## src/rtl/pipe_stage_skid.sv

```systemverilog
// Pipeline stage register with valid/ready handshake, two-entry skid buffer,
// synchronous flush that inserts bubbles, and a saturating stall counter.
module pipe_stage_skid #(
    parameter int DATA_W  = 101,
    parameter int CTRL_W  = 6,
    parameter int STALL_W = 16
) (
    input  logic               clk,
    input  logic               reset,
    input  logic               flush,
    input  logic               in_valid,
    output logic               in_ready,
    input  logic [DATA_W-1:0]  in_data,
    input  logic [CTRL_W-1:0]  in_ctrl,
    output logic               out_valid,
    input  logic               out_ready,
    output logic [DATA_W-1:0]  out_data,
    output logic [CTRL_W-1:0]  out_ctrl,
    output logic [1:0]         occupancy,
    output logic [STALL_W-1:0] stall_cnt
);

    typedef enum logic [1:0] {
        EMPTY = 2'd0,
        BUSY  = 2'd1,
        FULL  = 2'd2
    } state_t;

    localparam logic [STALL_W-1:0] STALL_MAX = '1;

    state_t            state;
    logic [DATA_W-1:0] skid_data;
    logic [CTRL_W-1:0] skid_ctrl;
    logic              accept;
    logic              deq;

    assign accept = in_valid & in_ready & ~flush;
    assign deq    = out_valid & out_ready;

    // in_ready, out_valid and occupancy are registered alongside the state so
    // that no combinational path runs from out_ready back to in_ready.
    // NOTE: sequential state uses non-blocking assignments so every register
    // samples pre-edge values regardless of statement order.
    always_ff @(posedge clk or posedge reset) begin
        if (reset) begin
            state     <= EMPTY;
            in_ready  <= 1'b1;
            out_valid <= 1'b0;
            out_data  <= '0;
            out_ctrl  <= '0;
            skid_data <= '0;
            skid_ctrl <= '0;
            occupancy <= 2'd0;
        end else if (flush) begin
            // out_data intentionally holds; only control is scrubbed to a bubble.
            state     <= EMPTY;
            in_ready  <= 1'b1;
            out_valid <= 1'b0;
            out_ctrl  <= '0;
            occupancy <= 2'd0;
        end else begin
            case (state)
                EMPTY: begin
                    if (accept) begin
                        state     <= BUSY;
                        out_valid <= 1'b1;
                        out_data  <= in_data;
                        out_ctrl  <= in_ctrl;
                        occupancy <= 2'd1;
                    end
                end
                BUSY: begin
                    if (accept && deq) begin
                        out_data <= in_data;
                        out_ctrl <= in_ctrl;
                    end else if (accept) begin
                        state     <= FULL;
                        skid_data <= in_data;
                        skid_ctrl <= in_ctrl;
                        in_ready  <= 1'b0;
                        occupancy <= 2'd2;
                    end else if (deq) begin
                        state     <= EMPTY;
                        out_valid <= 1'b0;
                        out_ctrl  <= '0;
                        occupancy <= 2'd0;
                    end
                end
                FULL: begin
                    if (deq) begin
                        state     <= BUSY;
                        out_data  <= skid_data;
                        out_ctrl  <= skid_ctrl;
                        in_ready  <= 1'b1;
                        occupancy <= 2'd1;
                    end
                end
                default: begin
                    state     <= EMPTY;
                    in_ready  <= 1'b1;
                    out_valid <= 1'b0;
                    out_ctrl  <= '0;
                    occupancy <= 2'd0;
                end
            endcase
        end
    end

    // Stall counter survives flush; only reset clears it.
    always_ff @(posedge clk or posedge reset) begin
        if (reset) begin
            stall_cnt <= '0;
        end else if (out_valid && !out_ready && stall_cnt != STALL_MAX) begin
            stall_cnt <= stall_cnt + 1'b1;
        end
    end

endmodule
```

## config.mk

```make
export PLATFORM = sky130hd
export DESIGN_NAME = pipe_stage_skid
export DESIGN_NICKNAME = d
export VERILOG_FILES = /design/src/rtl/pipe_stage_skid.sv
export SDC_FILE = /design/constraint.sdc
export NUM_CORES = 1
export LEC_CHECK = 0
export ABC_AREA = 1
export CAP_MARGIN = 20
export CELL_PAD_IN_SITES_DETAIL_PLACEMENT = 0
export CELL_PAD_IN_SITES_GLOBAL_PLACEMENT = 1
export CORE_MARGIN = 2
export CORE_UTILIZATION = 40
export CTS_CLUSTER_DIAMETER = 80
export CTS_CLUSTER_SIZE = 40
export DETAILED_ROUTE_END_ITERATION = 16
export PLACE_DENSITY = 0.84
export SLEW_MARGIN = 20
export SYNTH_ARGS = -nofsm -noshare
export SYNTH_HDL_FRONTEND = slang
export SYNTH_SLANG_ARGS = --single-unit
```

## constraint.sdc

```tcl
create_clock -name clk -period 21.5 [get_ports clk]
set_input_delay 4.3 -clock clk [delete_from_list [all_inputs] [get_ports clk]]
set_output_delay 4.3 -clock clk [all_outputs]
set_load 0.03 [all_outputs]
```

# == Word-level counts from Yosys, hierarchy flattened ==
# Cells that the tools add are included.
# word_totals
output_inout_bits,127
regBits,234
latch_bits,0
word_cells,72
mem_bits_ro,0
n_memories,0
mem_bits_rw,0
# op_classes
magnitude_cmp,0
shift,0
div,0
n_addsub,1
n_mul,0
eq_ne,17
n_bitwise,5
reduce_logical,12
mux,29
# ops
cell,count
2-to-1 mux 101 bit,3
one-hot mux 101 bit (3 select lines),1
2-to-1 mux 6 bit,6
"!= test 3 bit, second input constant",6
one-hot mux 6 bit (3 select lines),1
"adder 16 x 1 -> 16 bit, second input constant",1
"!= test 16 bit, second input constant",1
AND reduction 4 bit,4
2-to-1 mux 2 bit,6
"!= test 4 bit, second input constant",3
"!= test 2 bit, second input constant",5
AND reduction 5 bit,2
2-to-1 mux 1 bit,9
one-hot mux 1 bit (3 select lines),2
one-hot mux 2 bit (3 select lines),1
AND 1 bit,3
logical AND 1 bit,3
nonzero test 3 bit,1
"equality test 2 x 1 -> 1 bit, second input constant",1
"equality test 2 bit, second input constant",1
zero test 2 bit,1
NOT 1 bit,2
zero test 1 bit,1

# == Depth between registers and ports, before layout ==
# Gate-level depths: netlist of run 1.
# depth
depth_word,6
depth_mapped,9
ltp_nobuf,8

# == Worst setup path after synthesis of run 1 ==
# Ideal clock, no wire load.
# synth_path
kind,input-to-reg
startpoint,input port in_valid
endpoint,register skid_data[3]
cell_stages,8
t_required_ns,21.423
arrival_ns,5.299
setup_slack_ns,16.124
path_buffers,2
setup_time_ns,0.077
path_cell_list,nand2_1 > nor2_4 > nand2_1 > nor2_4 > buf_4 > buf_2 > nand2_1 > o21ai_1
# synth_via
elab_chain_cells,5
# synth_rtl
element,line,rtl
from (decl),11,"input logic in_valid,"
AND 1 bit (*) (2 in series),37,assign accept = in_valid & in_ready & ~flush;
logical AND 1 bit,73,if (accept && deq) begin
NOT 1 bit (no line),n/a,
AND reduction 4 bit (no line) (*),n/a,
to (signal assigned),78,skid_data <= in_data;
to (decl),32,logic [DATA_W-1:0] skid_data;
# Every way passes the cells marked *; elsewhere a longest branch is shown, timed or not.
# A chain may end at the register's enable or synchronous reset.

# == Final worst setup path of run 1 ==
# layout_path
startpoint,input port flush
endpoint,register out_data[46]
# layout_via
elab_chain_cells,5
word_cells_on_any_way,6
# layout_rtl
element,line,rtl
from (decl),10,"input logic flush,"
NOT 1 bit (no line) (*),n/a,
AND 1 bit,37,
logical AND 1 bit,73,
!= test 2 bit (no line),n/a,
AND reduction 5 bit (no line) (*),n/a,
to (signal assigned),67,out_data <= in_data;
to (signal assigned),74,out_data <= in_data;
to (signal assigned),92,out_data <= skid_data;
to (decl),17,"output logic [DATA_W-1:0] out_data,"
# Marks and branches as above.

==> key figures, run 1 <==
Run status
  – Status: finished, final reports clean

Die
  – Die H: between 150 and 200 µm
  – CORE AREA: about 25,000 µm²
  – Row cnt: 58
  – Top Ports: 239
  – Starting density of the core: 0.407
  – Die width: 164 µm
  – Total die area: 26,900 µm²

Placed design
  – HPWL after DPL: approximately 17,000 µm
  – Final GP Congestion: 0.820
  – Input/output buffers: 238

Power
  – Logic pwr share: 0.412
  – Seq pwr share: 0.420
  – P_sw: 704 µW
  – Final Power: 1.75 mW
  – Pwr/cell area: 132 nW/µm²
  – P_int: 1.04 mW
  – Switching Fraction: 0.403
  – Leak: 6.53 nW
  – Clk pwr share: 0.168
  – Max IR drop VDD: 0.0732 mV

Clock tree
  – Root Driver: clkbuf_16
  – CTS Buf Count: 13
  – H-tree Lvls: 1
  – Sink Count: 234
  – # hold bufs at CTS: 0
  – CTS tree: yes
  – Clock Path Buffers: 3
  – Post-CTS setup buffers: 0
  – Clock transition at path regs: 110 ps
  – Clock Latency Late Sink: 500 ps
  – Post-CTS Resized: 0

Synth
  – Top cell type's share of synthesized area: 0.569
  – Ys flop type: dfrtp_1
  – Post-synthesis sequential element count: 234
  – Synth cell types: 26
  – Synth area leader: dfrtp_1
  – Synth area leaders: dfrtp_1, nand2_1, mux2i_1
  – Post-synthesis sequential area ratio: 0.571
  – Syn_area_per_cell: approximately 8.8 µm²
  – Number of synthesized flops with an enable pin: 0
  – Most frequent cell after synthesis: nand2_1
  – Async S/R FF share, synth: 1.00
  – Synth Warn #: 0
  – Syn_nets: 1,281
  – Gate Count Post-Synth: 1,168
  – Synthesized cell area: between 10,000 and 15,000 µm²
  – Synth cell count leaders: nand2_1, dfrtp_1, o21ai_0, o21ai_1, mux2i_1

STA
  – Slew @ Worst Pin: between 1000 and 1500 ps
  – Min Tclk post-route: 6880 ps
  – Final Setup Violations: 0
  – Slew margin rel.: 0.298
  – RSZ-0062 raised after global routing: false
  – Clock Skew: 32.3 ps
  – Final Hold Viols: 0
  – Hold Slack: 481 ps
  – Final cycle utilization of the critical path: 0.320
  – Fin Setup TNS: 0 ps
  – Fmax: 0.145 GHz
  – Max Slew Vio Count: 0

Global route
  – Vias in the first global route: between 7,000 and 8,000
  – GRT Resource Usage Total: 0.193
  – GR Overflow Total: 0
  – Initial antenna violation count: 2
  – Largest net degree at the start of global routing: 111
  – Global-route wire length before repair: around 42,000 µm

Critical path
  – Critical path class: in -> reg
  – R2r worst-path depth: 7
  – R2r endpoint: out_data[46]$_DFFE_PP0P_
  – Setup crit end kind: register
  – R2R setup slack: 18,010 ps
  – Crit-path max FO: 110
  – Worst Path Required: 21,830 ps
  – CP arrival: 7210 ps
  – R2R Path Start: state[1]$_DFFE_PP0P_
  – Crit path launch type: input pin

Drt
  – DRT Wirelength: 25,800 µm
  – Vias per std cell: 4.80
  – Uppermost layer routed: met4
  – Vias: 8,198
  – Metal2 WL: 12,400 µm
  – Remaining DRCs: 0
  – Met1 Wirelength: 11,400 µm
  – First-pass DRT Iterations: 5
  – Post-route ant nets: 0
  – DRT iter0 DRCs: 573
  – Avg WL per Cell: roughly 15 µm
  – Metal3 WL: ~1500 µm

Finish
  – Nets@finish: 1,483
  – Share of cells above drive strength 1: 0.0334
  – Filler cell count in the final layout: 2,351
  – Synthesis-to-layout area growth: 29.5%

Min path
  – WHS Endpoint: skid_data[36]$_DFFE_PP0P_
  – Tightest Hold Check Type: reg -> reg
  – Hold Startpoint: skid_data[36]$_DFFE_PP0P_
  – Hold depth: 2

Flow run
  – Max-Cap Viols: 0
stage by stage:
| stage | cells | util | cell area (µm²) | setup WS, ps |
|---|---|---|---|---|
| 6_report | 1707 | 0.528 | 13300 | 14620 |
| 5_1_grt | 1707 | 0.528 | 13300 | 14320 |
| 4_1_cts | 1705 | 0.526 | 13300 | 14620 |
| 3_5_place_dp | 1684 | 0.508 | 12800 | 14100 |
| 3_3_place_gp | 1684 | 0.508 | 12800 | 14210 |
| 2_1_floorplan | 1168 | - | 10300 | 10780 |
flip-flops by register name (all words and copies together) (netlist names):
name       cells
out_valid      1
state          2
in_ready       1
skid_data    101
out_ctrl       6
stall_cnt     16
out_data     101
skid_ctrl      6
cells in the final DEF, fill, tap and decap left out:
cell type | netlist | final
ha_1 | 1 | 1
nand2_4 | 0 | 1
dfrtp_1 | 233 | 233
buf_16 | 0 | 1
nor2_2 | 2 | 2
o21ai_1 | 76 | 76
o21ai_4 | 1 | 2
inv_16 | 0 | 1
inv_8 | 0 | 1
nand4_1 | 12 | 12
nor2_1 | 20 | 20
diode_2 | 0 | 1
o211ai_1 | 1 | 1
nand3_1 | 17 | 17
clkinv_8 | 0 | 3
inv_1 | 48 | 47
inv_12 | 0 | 4
dfstp_2 | 1 | 1
nand2_1 | 506 | 505
xnor2_1 | 6 | 6
nor3_1 | 1 | 1
clkinv_1 | 1 | 1
a31oi_1 | 1 | 1
clkdlybuf4s50_1 | 0 | 238
mux2i_1 | 66 | 66
clkbuf_16 | 0 | 13
buf_4 | 4 | 9
nor2_4 | 2 | 2
o21ai_0 | 104 | 104
xor2_1 | 1 | 1
inv_2 | 6 | 6
routing by layer:
layer / track usage / vias up
li1: - / 4133
met3: 0.0407 / 20
met1: 0.261 / 3872
met4: 0.0443 / 0
met2: 0.320 / 173
met5: 0 / -
cell families after synthesis:
| group | after synthesis | share of synthesized area |
|---|---|---|
| xor+xnor | 7 | 0.00598 |
| mux | 66 | 0.0644 |
| fa+ha+maj | 1 | 0.00122 |
| compound gates | 184 | 0.0916 |
| buf+inv | 116 | 0.0537 |
| simple gates | 560 | 0.212 |
| flops | 234 | 0.571 |
critical path: stages:
cell and delay, ps:
clkdlybuf4s50_1 630, inv_2 90, nand2_1 90, o21ai_1 100, o21ai_4 70, buf_4 670
buf_4 920, o21ai_0 220
cell type report:
| cell class | count | area (µm²) | share of cell area |
|---|---|---|---|
| diodes | 1 | 2.50 | 0.000188 |
| clock buffers | 13 | 325 | 0.0245 |
| clock inverters | 8 | 134 | 0.0101 |
| inverters | 55 | 214 | 0.0161 |
| multi-input cells | 818 | 3860 | 0.291 |
| flip-flops and latches | 234 | 5860 | 0.441 |
| well taps | 330 | 413 | 0.0311 |
| repair buffers | 248 | 2480 | 0.186 |
power groups by stage:
stage               Sequential (mW)  Clock (mW)  Combinational [mW]
global placement              0.741           0               0.709
floorplan                     0.914           0               0.252
finish                        0.734       0.294               0.719
global route                  0.757       0.321               0.789
CTS                           0.735       0.305               0.728
detailed placement            0.743           0               0.725
worst max path at each step:
stage,start,end,slack (ps),depth (start not counted)
2_1_floorplan,reset,out_ctrl[0]$_DFFE_PP0P_,10780,1
4_1_cts,flush,out_data[50]$_DFFE_PP0P_,14620,8
5_1_grt,flush,out_data[48]$_DFFE_PP0P_,14320,8
3_5_place_dp,flush,out_data[50]$_DFFE_PP0P_,14100,8
6_report,flush,out_data[46]$_DFFE_PP0P_,14620,8
3_3_place_gp,flush,out_data[45]$_DFFE_PP0P_,14210,8
Note: power is estimated with default switching activity, not from simulation.
==> inputs of run 2 (changes only) <==
--- a/config.mk
+++ b/config.mk
@@ -10,11 +10,11 @@
 export CELL_PAD_IN_SITES_DETAIL_PLACEMENT = 0
 export CELL_PAD_IN_SITES_GLOBAL_PLACEMENT = 1
 export CORE_MARGIN = 2
-export CORE_UTILIZATION = 40
+export CORE_UTILIZATION = 37
 export CTS_CLUSTER_DIAMETER = 80
 export CTS_CLUSTER_SIZE = 40
 export DETAILED_ROUTE_END_ITERATION = 16
-export PLACE_DENSITY = 0.84
+export PLACE_DENSITY = 0.79
 export SLEW_MARGIN = 20
 export SYNTH_ARGS = -nofsm -noshare
 export SYNTH_HDL_FRONTEND = slang
==> constraint.sdc (replaced) <==
create_clock -name clk -period 6.8 [get_ports clk]
set_input_delay 1.36 -clock clk [delete_from_list [all_inputs] [get_ports clk]]
set_output_delay 1.36 -clock clk [all_outputs]
set_load 0.03 [all_outputs]
==> run 2 against run 1 <==
Effect of this change: sequential power rose to 3.1 times the previous value; sequential share of layout area fell by 0.41 points; flip-flop and latch count did not move; via count rose by 0.65%; critical path depth fell by 2; first-iteration DRC count fell by 9.9%; non-clock buffer count rose by 1; count of clock-buffer cells in the layout rose by 3; die area rose by 7.9%; clock power rose to 3.4 times the previous value; global-route usage fell by 1.4 points; critical endpoint is now out_data[54]$_DFFE_PP0P_; largest power group unchanged; highest routed layer unchanged.
==> key figures, run 2 (same netlist as run 1, synthesis figures left out) <==
Clock tree
  – CTS tree: yes
  – Post-CTS setup buffers: 0
  – Clock transition at path regs: ~100 ps
  – Root Driver: clkbuf_16
  – Sink Count: 234
  – CTS Buf Count: 14
  – # hold bufs at CTS: 0
  – H-tree Lvls: 1
  – Clock Latency Late Sink: approximately 500 ps
  – Clock Path Buffers: 3
  – Post-CTS Resized: 0

STA
  – RSZ-0062 raised after global routing: false
  – Fin Setup TNS: 0 ps
  – Hold Slack: approximately 480 ps
  – Final Hold Viols: 0
  – Fmax: 0.306 GHz
  – Max Slew Vio Count: 0
  – PnR worst setup slack: 3530 ps
  – Final Setup Violations: 0
  – Slew margin rel.: 0.393
  – Min Tclk post-route: 3270 ps
  – Final cycle utilization of the critical path: 0.480
  – Clock Skew: 32.5 ps
  – Slew @ Worst Pin: 911 ps

Placed design
  – Final GP Congestion: 0.846
  – HPWL after DPL: 17,100 µm
  – DP Area: around 13,000 µm²
  – Placed cell count: ~1,700
  – Pre-CTS WS: ~2600 ps
  – Input/output buffers: 238

Die
  – Total die area: 29,100 µm²
  – CORE AREA: 27,100 µm²
  – Die width: 170 µm
  – Die H: approximately 170 µm
  – Top Ports: 239
  – Starting density of the core: 0.378
  – Row cnt: 60

Run status
  – Status: finished, final reports clean

Finish
  – Synthesis-to-layout area growth: 30.8%
  – Nets@finish: 1,485
  – Most common cell after layout, fill and taps aside: nand2_1
  – Post-route cell area: roughly 13,000 µm²
  – Finished Layout Cells: 1,754
  – Most frequent cells in the layout: nand2_1, clkdlybuf4s50_1, dfrtp_1
  – Top Registers: out_data (101), skid_data (101), stall_cnt (16)
  – Share of cells above drive strength 1: 0.0355

Global route
  – Initial antenna violation count: 2
  – Global-route wire length before repair: 41,600 µm
  – GR Overflow Total: 0
  – Vias in the first global route: 7,789
  – GRT Resource Usage Total: 0.179
  – Largest net degree at the start of global routing: 132

Drt
  – Vias: 8,251
  – Avg WL per Cell: 14.9 µm
  – First-pass DRT Iterations: 5
  – DRT Wirelength: 26,100 µm
  – DRT iter0 DRCs: 516
  – Vias per std cell: 4.70
  – Remaining DRCs: 0
  – Post-route ant nets: 0

Critical path
  – Worst Path Required: between 7000 and 8000 ps
  – CP arrival: between 3000 and 4000 ps
  – Crit-path max FO: 84
  – Crit path launch type: input pin
  – Critical path class: in -> reg
  – Setup crit end kind: register

Flow run
  – Max-Cap Viols: 0

Power
  – Max IR drop VDD: 0.189 mV
  – Pwr/cell area: 416 nW/µm²
  – Leak: 6.56 nW

Min path
  – Tightest Hold Check Type: reg -> reg
run 2: final timing paths:
check	from	endpoint	slack [ps]	cells past startpoint
worst max-delay path	flush	out_data[54]$_DFFE_PP0P_	3530	6
worst min-delay path	skid_data[100]$_DFFE_PP0P_	skid_data[100]$_DFFE_PP0P_	480	2
worst max register to register	state[0]$_DFFE_PP0P_	out_data[54]$_DFFE_PP0P_	3780	8
worst min register to register	skid_data[100]$_DFFE_PP0P_	skid_data[100]$_DFFE_PP0P_	480	2
max in group asynchronous	reset	stall_cnt[11]$_DFFE_PP0P_	4190	4
min in group asynchronous	reset	out_data[37]$_DFFE_PP0P_	1440	3
run 2: per-layer routing:
metal	global-route usage	vias up	wire length [µm]
met4	0.0364	0	403
met5	0	-	0
met1	0.243	3907	11800
li1	-	4150	-
met2	0.294	170	12400
met3	0.0414	24	1530
run 2: metrics by stage:
| step | power [mW] | util |
|---|---|---|
| after floorplan | 3.69 | - |
| after global placement | 4.59 | 0.475 |
| after detailed placement | 4.64 | 0.475 |
| after CTS | 5.65 | 0.494 |
| after global routing | 5.97 | 0.495 |
| final | 5.58 | 0.495 |
run 2: final cells by class:
| class | count | area (µm²) |
|---|---|---|
| fillers | 2608 | 13700 |
| flip-flops and latches | 234 | 5860 |
| multi-input cells | 818 | 3860 |
| repair buffers | 249 | 2500 |
| well taps | 372 | 465 |
| clock buffers | 16 | 379 |
| inverters | 55 | 210 |
| clock inverters | 8 | 133 |
| diodes | 2 | 5.00 |
run 2: power by group:
part,internal [mW],switching (mW),total [mW]
Sequential,1.99,0.324,2.31
Clock,0.445,0.544,0.989
Combinational,0.916,1.36,2.28
Total,3.35,2.23,5.58
run 2: worst max-delay path, stage by stage:
cell and delay [ps]:
clkdlybuf4s50_1 640, nor3_1 150, o21ai_4 350, buf_16 230
buf_4 630, o21ai_0 190
==> inputs of run 3 (changes only) <==
==> constraint.sdc (replaced) <==
create_clock -name clk -period 3.05 [get_ports clk]
set_input_delay 0.61 -clock clk [delete_from_list [all_inputs] [get_ports clk]]
set_output_delay 0.61 -clock clk [all_outputs]
set_load 0.03 [all_outputs]
==> run 3 against run 2 <==
Effect of this change: sequential power rose by 120%; final cell count rose by 0.11%; core utilization rose by 0.16 points; sequential share of layout area fell by 0.14 points; critical path type is now reg -> out; critical endpoint is now occupancy[1].
==> key figures, run 3 (same netlist as run 1, synthesis figures left out) <==
Run status
  – Status: finished, final reports clean

Global route
  – Global-route wire length before repair: 42,300 µm
  – Vias in the first global route: between 7,000 and 8,000
  – GRT Resource Usage Total: 0.182
  – Largest net degree at the start of global routing: 109
  – GR Overflow Total: 0
  – Initial antenna violation count: 2

Clock tree
  – H-tree Lvls: 1
  – Post-CTS setup buffers: 0
  – Sink Count: around 230
  – Clock Latency Late Sink: 490 ps
  – Clock Path Buffers: 3
  – CTS Buf Count: 14
  – Clock transition at path regs: approximately 100 ps
  – Post-CTS Resized: 0
  – Root Driver: clkbuf_16
  – CTS tree: yes
  – # hold bufs at CTS: 0

Min path
  – Hold depth: 2
  – Tightest Hold Check Type: reg -> reg

Drt
  – DRT iter0 DRCs: 581
  – First-pass DRT Iterations: 5
  – Avg WL per Cell: approximately 15 µm
  – Vias: 8,162
  – Vias per std cell: 4.65
  – DRT Wirelength: roughly 26,000 µm
  – Post-route ant nets: 0
  – Remaining DRCs: 0

Finish
  – Synthesis-to-layout area growth: 31.2%
  – Share of cells above drive strength 1: 0.0369
  – Top Registers: out_data (101), skid_data (101), stall_cnt (16)
  – Most frequent cells in the layout: nand2_1, clkdlybuf4s50_1, dfrtp_1
  – Nets@finish: 1,486
  – Most common cell after layout, fill and taps aside: nand2_1

Critical path
  – Crit-path cells: clkdlybuf4s50_1
  – Delay-heaviest family, CP: buffers and inverters
  – Worst Path Required: 2440 ps
  – Largest stage delay, worst path: 750 ps
  – Number of cells on the critical path: 1
  – Crit path launch type: register
  – Crit-path max FO: 7
  – WP buf/inv: 1
  – Critical-path cell with the highest stage delay: clkdlybuf4s50_1
  – CP arrival: 1770 ps
  – Critical path class: reg -> out
  – Setup crit end kind: output pin
  – R2r worst-path depth: 6

STA
  – PnR worst setup slack: about 670 ps
  – RSZ-0062 raised after global routing: false
  – Fmax: 0.419 GHz
  – Final Setup Violations: 0
  – Slew margin rel.: 0.516
  – Max Slew Vio Count: 0
  – Final cycle utilization of the critical path: 0.782
  – Clock Skew: roughly 17 ps
  – Min Tclk post-route: 2380 ps
  – Final Hold Viols: 0
  – Hold Slack: approximately 480 ps
  – Slew @ Worst Pin: 725 ps

Die
  – Top Ports: 239
  – Die H: 170 µm
  – Total die area: 29,100 µm²
  – Starting density of the core: 0.378
  – Die width: 170 µm
  – CORE AREA: 27,100 µm²
  – Row cnt: 60

Placed design
  – HPWL after DPL: 17,000 µm
  – Final GP Congestion: 0.815
  – Input/output buffers: between 200 and 250
  – Pre-CTS WS: 600 ps

Flow run
  – Max-Cap Viols: 0

Power
  – Pwr/cell area: 926 nW/µm²
  – Leak: 6.58 nW
  – Max IR drop VDD: 0.480 mV
run 3: power by group:
group	switching, mW	total, mW	leakage [nW]	internal (mW)
Clock	1.20	2.18	0.243	0.985
Combinational	3.06	5.12	3.40	2.06
Sequential	0.718	5.16	2.94	4.44
run 3: layout make-up:
type / instances / area [µm²]
Clock inverter: 9 / 114
Clock buffer: 15 / 375
Tap cell: 372 / 465
Antenna cell: 3 / 7.51
Multi-Input combinational cell: 818 / 3860
Sequential cell: 234 / 5860
Fill cell: 2604 / 13600
Inverter: 55 / 210
Timing Repair Buffer: 250 / 2560
run 3: per-stage QoR:
stage               std cells  setup TNS [ps]  utilization  total power [mW]  cell area [µm²]
floorplan                1168         -145180            -              8.22            10300
global placement         1729               0        0.478              10.3            13000
detailed placement       1729               0        0.478              10.4            13000
CTS                      1753               0        0.496              12.6            13400
global route             1754               0        0.496              13.3            13400
finish                   1756               0        0.496              12.5            13500
run 3: metal layers:
metal | vias to the layer above | part of all wire | GRT usage
met2 | 195 | 0.46 | 0.286
met1 | 3798 | 0.47 | 0.261
met4 | 0 | 0.020 | 0.0483
li1 | 4137 | - | -
met3 | 32 | 0.052 | 0.0305
met5 | - | 0 | 0
run 3: worst paths after layout:
kind / start / end / slack [ps]
max: state[1]$_DFFE_PP0P_ / occupancy[1] / 670
min: skid_ctrl[1]$_DFFE_PP0P_ / skid_ctrl[1]$_DFFE_PP0P_ / 480
max reg2reg: state[1]$_DFFE_PP0P_ / out_data[17]$_DFFE_PP0P_ / 760
min reg2reg: skid_ctrl[1]$_DFFE_PP0P_ / skid_ctrl[1]$_DFFE_PP0P_ / 480
max in group asynchronous: reset / skid_data[4]$_DFFE_PP0P_ / 1750
min in group asynchronous: reset / skid_data[33]$_DFFE_PP0P_ / 650
==> variant (settings of run 1) <==
Put one more register stage on the output `stall_cnt`, cleared by the reset. The value now appears one clock later. The other outputs are not delayed to match.
--- a/src/rtl/pipe_stage_skid.sv
+++ b/src/rtl/pipe_stage_skid.sv
@@ -29,2 +29,4 @@
     localparam logic [STALL_W-1:0] STALL_MAX = '1;
+
+    logic [STALL_W-1:0] stall_cnt_s0;
 
@@ -111,5 +113,13 @@
         if (reset) begin
+            stall_cnt_s0 <= '0;
+        end else if (out_valid && !out_ready && stall_cnt_s0 != STALL_MAX) begin
+            stall_cnt_s0 <= stall_cnt_s0 + 1'b1;
+        end
+    end
+
+    always_ff @(posedge clk or posedge reset) begin
+        if (reset) begin
             stall_cnt <= '0;
-        end else if (out_valid && !out_ready && stall_cnt != STALL_MAX) begin
-            stall_cnt <= stall_cnt + 1'b1;
+        end else begin
+            stall_cnt <= stall_cnt_s0;
         end
Function: changed (Yosys sat finds a counterexample within 4 cycles, from zero or initial values and one cycle with reset high).
==> variant against run 1 <==
- power is 1.5% higher
- area after synthesis is 4.5% higher
- sequential cell count up 16
- register-to-register slack worse by 370 ps
- clock power is 1% lower
- routed wire length decreased by 1.5%
- critical path depth increased by 1
- setup slack better by 31 ps
- cell area is 2.7% higher
- fmax grew 0.45%
- largest cell class unchanged
==> variant: results (changes against run 1) <==
----------------------------------------------------
[Outcome]
  Status ... complete, no violations

[Setup path]
  Worst Path Max Fanout ... 106 (-3.6%)
  Critical path data arrival time ... 7220 ps (about the same)

[Logic synthesis]
  Net Count, Synth ... 1305 (+1.9%)
  Fraction of synthesized area in multiplexers ... 0.0541 (-0.0103)
  Sequential-to-total area share from yosys stat ... 0.584 (+0.0126)
  Post-synthesis xor/xnor area fraction ... 0.00654 (+0.000557)
  Fraction of the mapped netlist area in compound gates ... 0.0950 (+0.00337)
  Average cell area after synthesis ... 8.99 um^2 (+2.4%)
  Leading post-synthesis cells by instance count ... sky130_fd_sc_hd__nand2_1, sky130_fd_sc_hd__dfrtp_1, sky130_fd_sc_hd__o21ai_0, sky130_fd_sc_hd__o21ai_1, sky130_fd_sc_hd__mux2i_1
  Cell types occupying the most area after synthesis ... sky130_fd_sc_hd__dfrtp_1, sky130_fd_sc_hd__nand2_1, sky130_fd_sc_hd__mux2i_1, sky130_fd_sc_hd__o21ai_0, sky130_fd_sc_hd__o21ai_1

[Placement]
  Post-DP HPWL ... 16200 um (-4.2%)
  Pre-CTS WS ... 14140 ps (+41.0 ps)

[Cells and area]
  Share of final-layout standard cells stronger than drive strength 1 ... 0.0322 (-0.00122)
  Largest registers ... out_data: 101 flops, skid_data: 101 flops

[Routing]
  Average wire per cell in the routed design ... 14.7 um (-3.1%)
  DR vias/cell ... 4.82 (+0.40%)
  Vias after detailed routing ... 8366 (+2.0%)

[Global routing]
  Met1 layer usage reported by global route ... 0.254 (-0.00731)
  GR Util met3 ... 0.0293 (-0.0113)
  Met2 usage ... 0.296 (-0.0240)
  Total routing resource utilization after global routing ... 0.183 (-0.0105)
  Number of antenna violations at the first check in global routing ... 5 (+3)
  Global-route wire length before repair ... 42300 um (+0.76%)

[Timing]
  Worst Clk Skew ... 30.8 ps (-1.59 ps)
  Share of the clock period used by the worst path ... 0.319 (-0.00144)

[Clock tree]
  TritonCTS buffer count ... 14 (+1)
  Clock-pin slew on the worst setup and hold paths ... 90 ps (-20 ps)

----------------------------------------------------
==> variant: worst paths after layout <==
check	startpoint	end	slack (ps)	cells after the start
max in group asynchronous	reset	skid_data[1]	15220	4
worst min register to register	stall_cnt_s0[1]	stall_cnt[1]	470	0
worst min-delay path	stall_cnt_s0[1]	stall_cnt[1]	470	0
worst max register to register	state[1]	out_data[6]	17640	8
worst max-delay path	flush	out_data[6]	14650	9
min in group asynchronous	reset	out_data[97]	4310	2
==> variant: logic make-up after synthesis <==
family | Yosys count
xor+xnor | 8
simple gates | 550
mux | 58
compound gates | 199
buf+inv | 126
fa+ha+maj | 1
flops | 250
==> variant: routing by layer <==
layer  vias to the layer above  wire length, um
met1                      3943            11700
li1                       4185                -
met5                         -               27
met3                        39             1230
met2                       195            11800
met4                         4              678
==> variant: final cells by class <==
class                   instances  area, um^2
clock inverters                 6        61.3
flip-flops and latches        250        6260
inverters                      63         244
repair buffers                246        2450
multi-input cells             816        3830
clock buffers                  16         379
well taps                     335         419
fillers                      2419       12600
diodes                          3        7.51
==> variant: power by group <==
part           total [mW]  internal (mW)  switching [mW]
logic               0.718          0.288           0.430
clock network       0.290          0.132           0.158
registers           0.767          0.664           0.103
==> variant: metrics by stage <==
| stage | utilization | instance area (um^2) | total power, mW |
|---|---|---|---|
| floorplan | - | 10700 | 1.21 |
| global placement | 0.503 | 13200 | 1.48 |
| detailed placement | 0.503 | 13200 | 1.50 |
| CTS | 0.520 | 13600 | 1.80 |
| global route | 0.521 | 13600 | 1.90 |
| finish | 0.521 | 13600 | 1.77 |
==> variant: critical path: cells and delay by family <==
family,cells,cell delay [ps]
compound gates,3,260
buf+inv,4,2350
simple gates,2,210
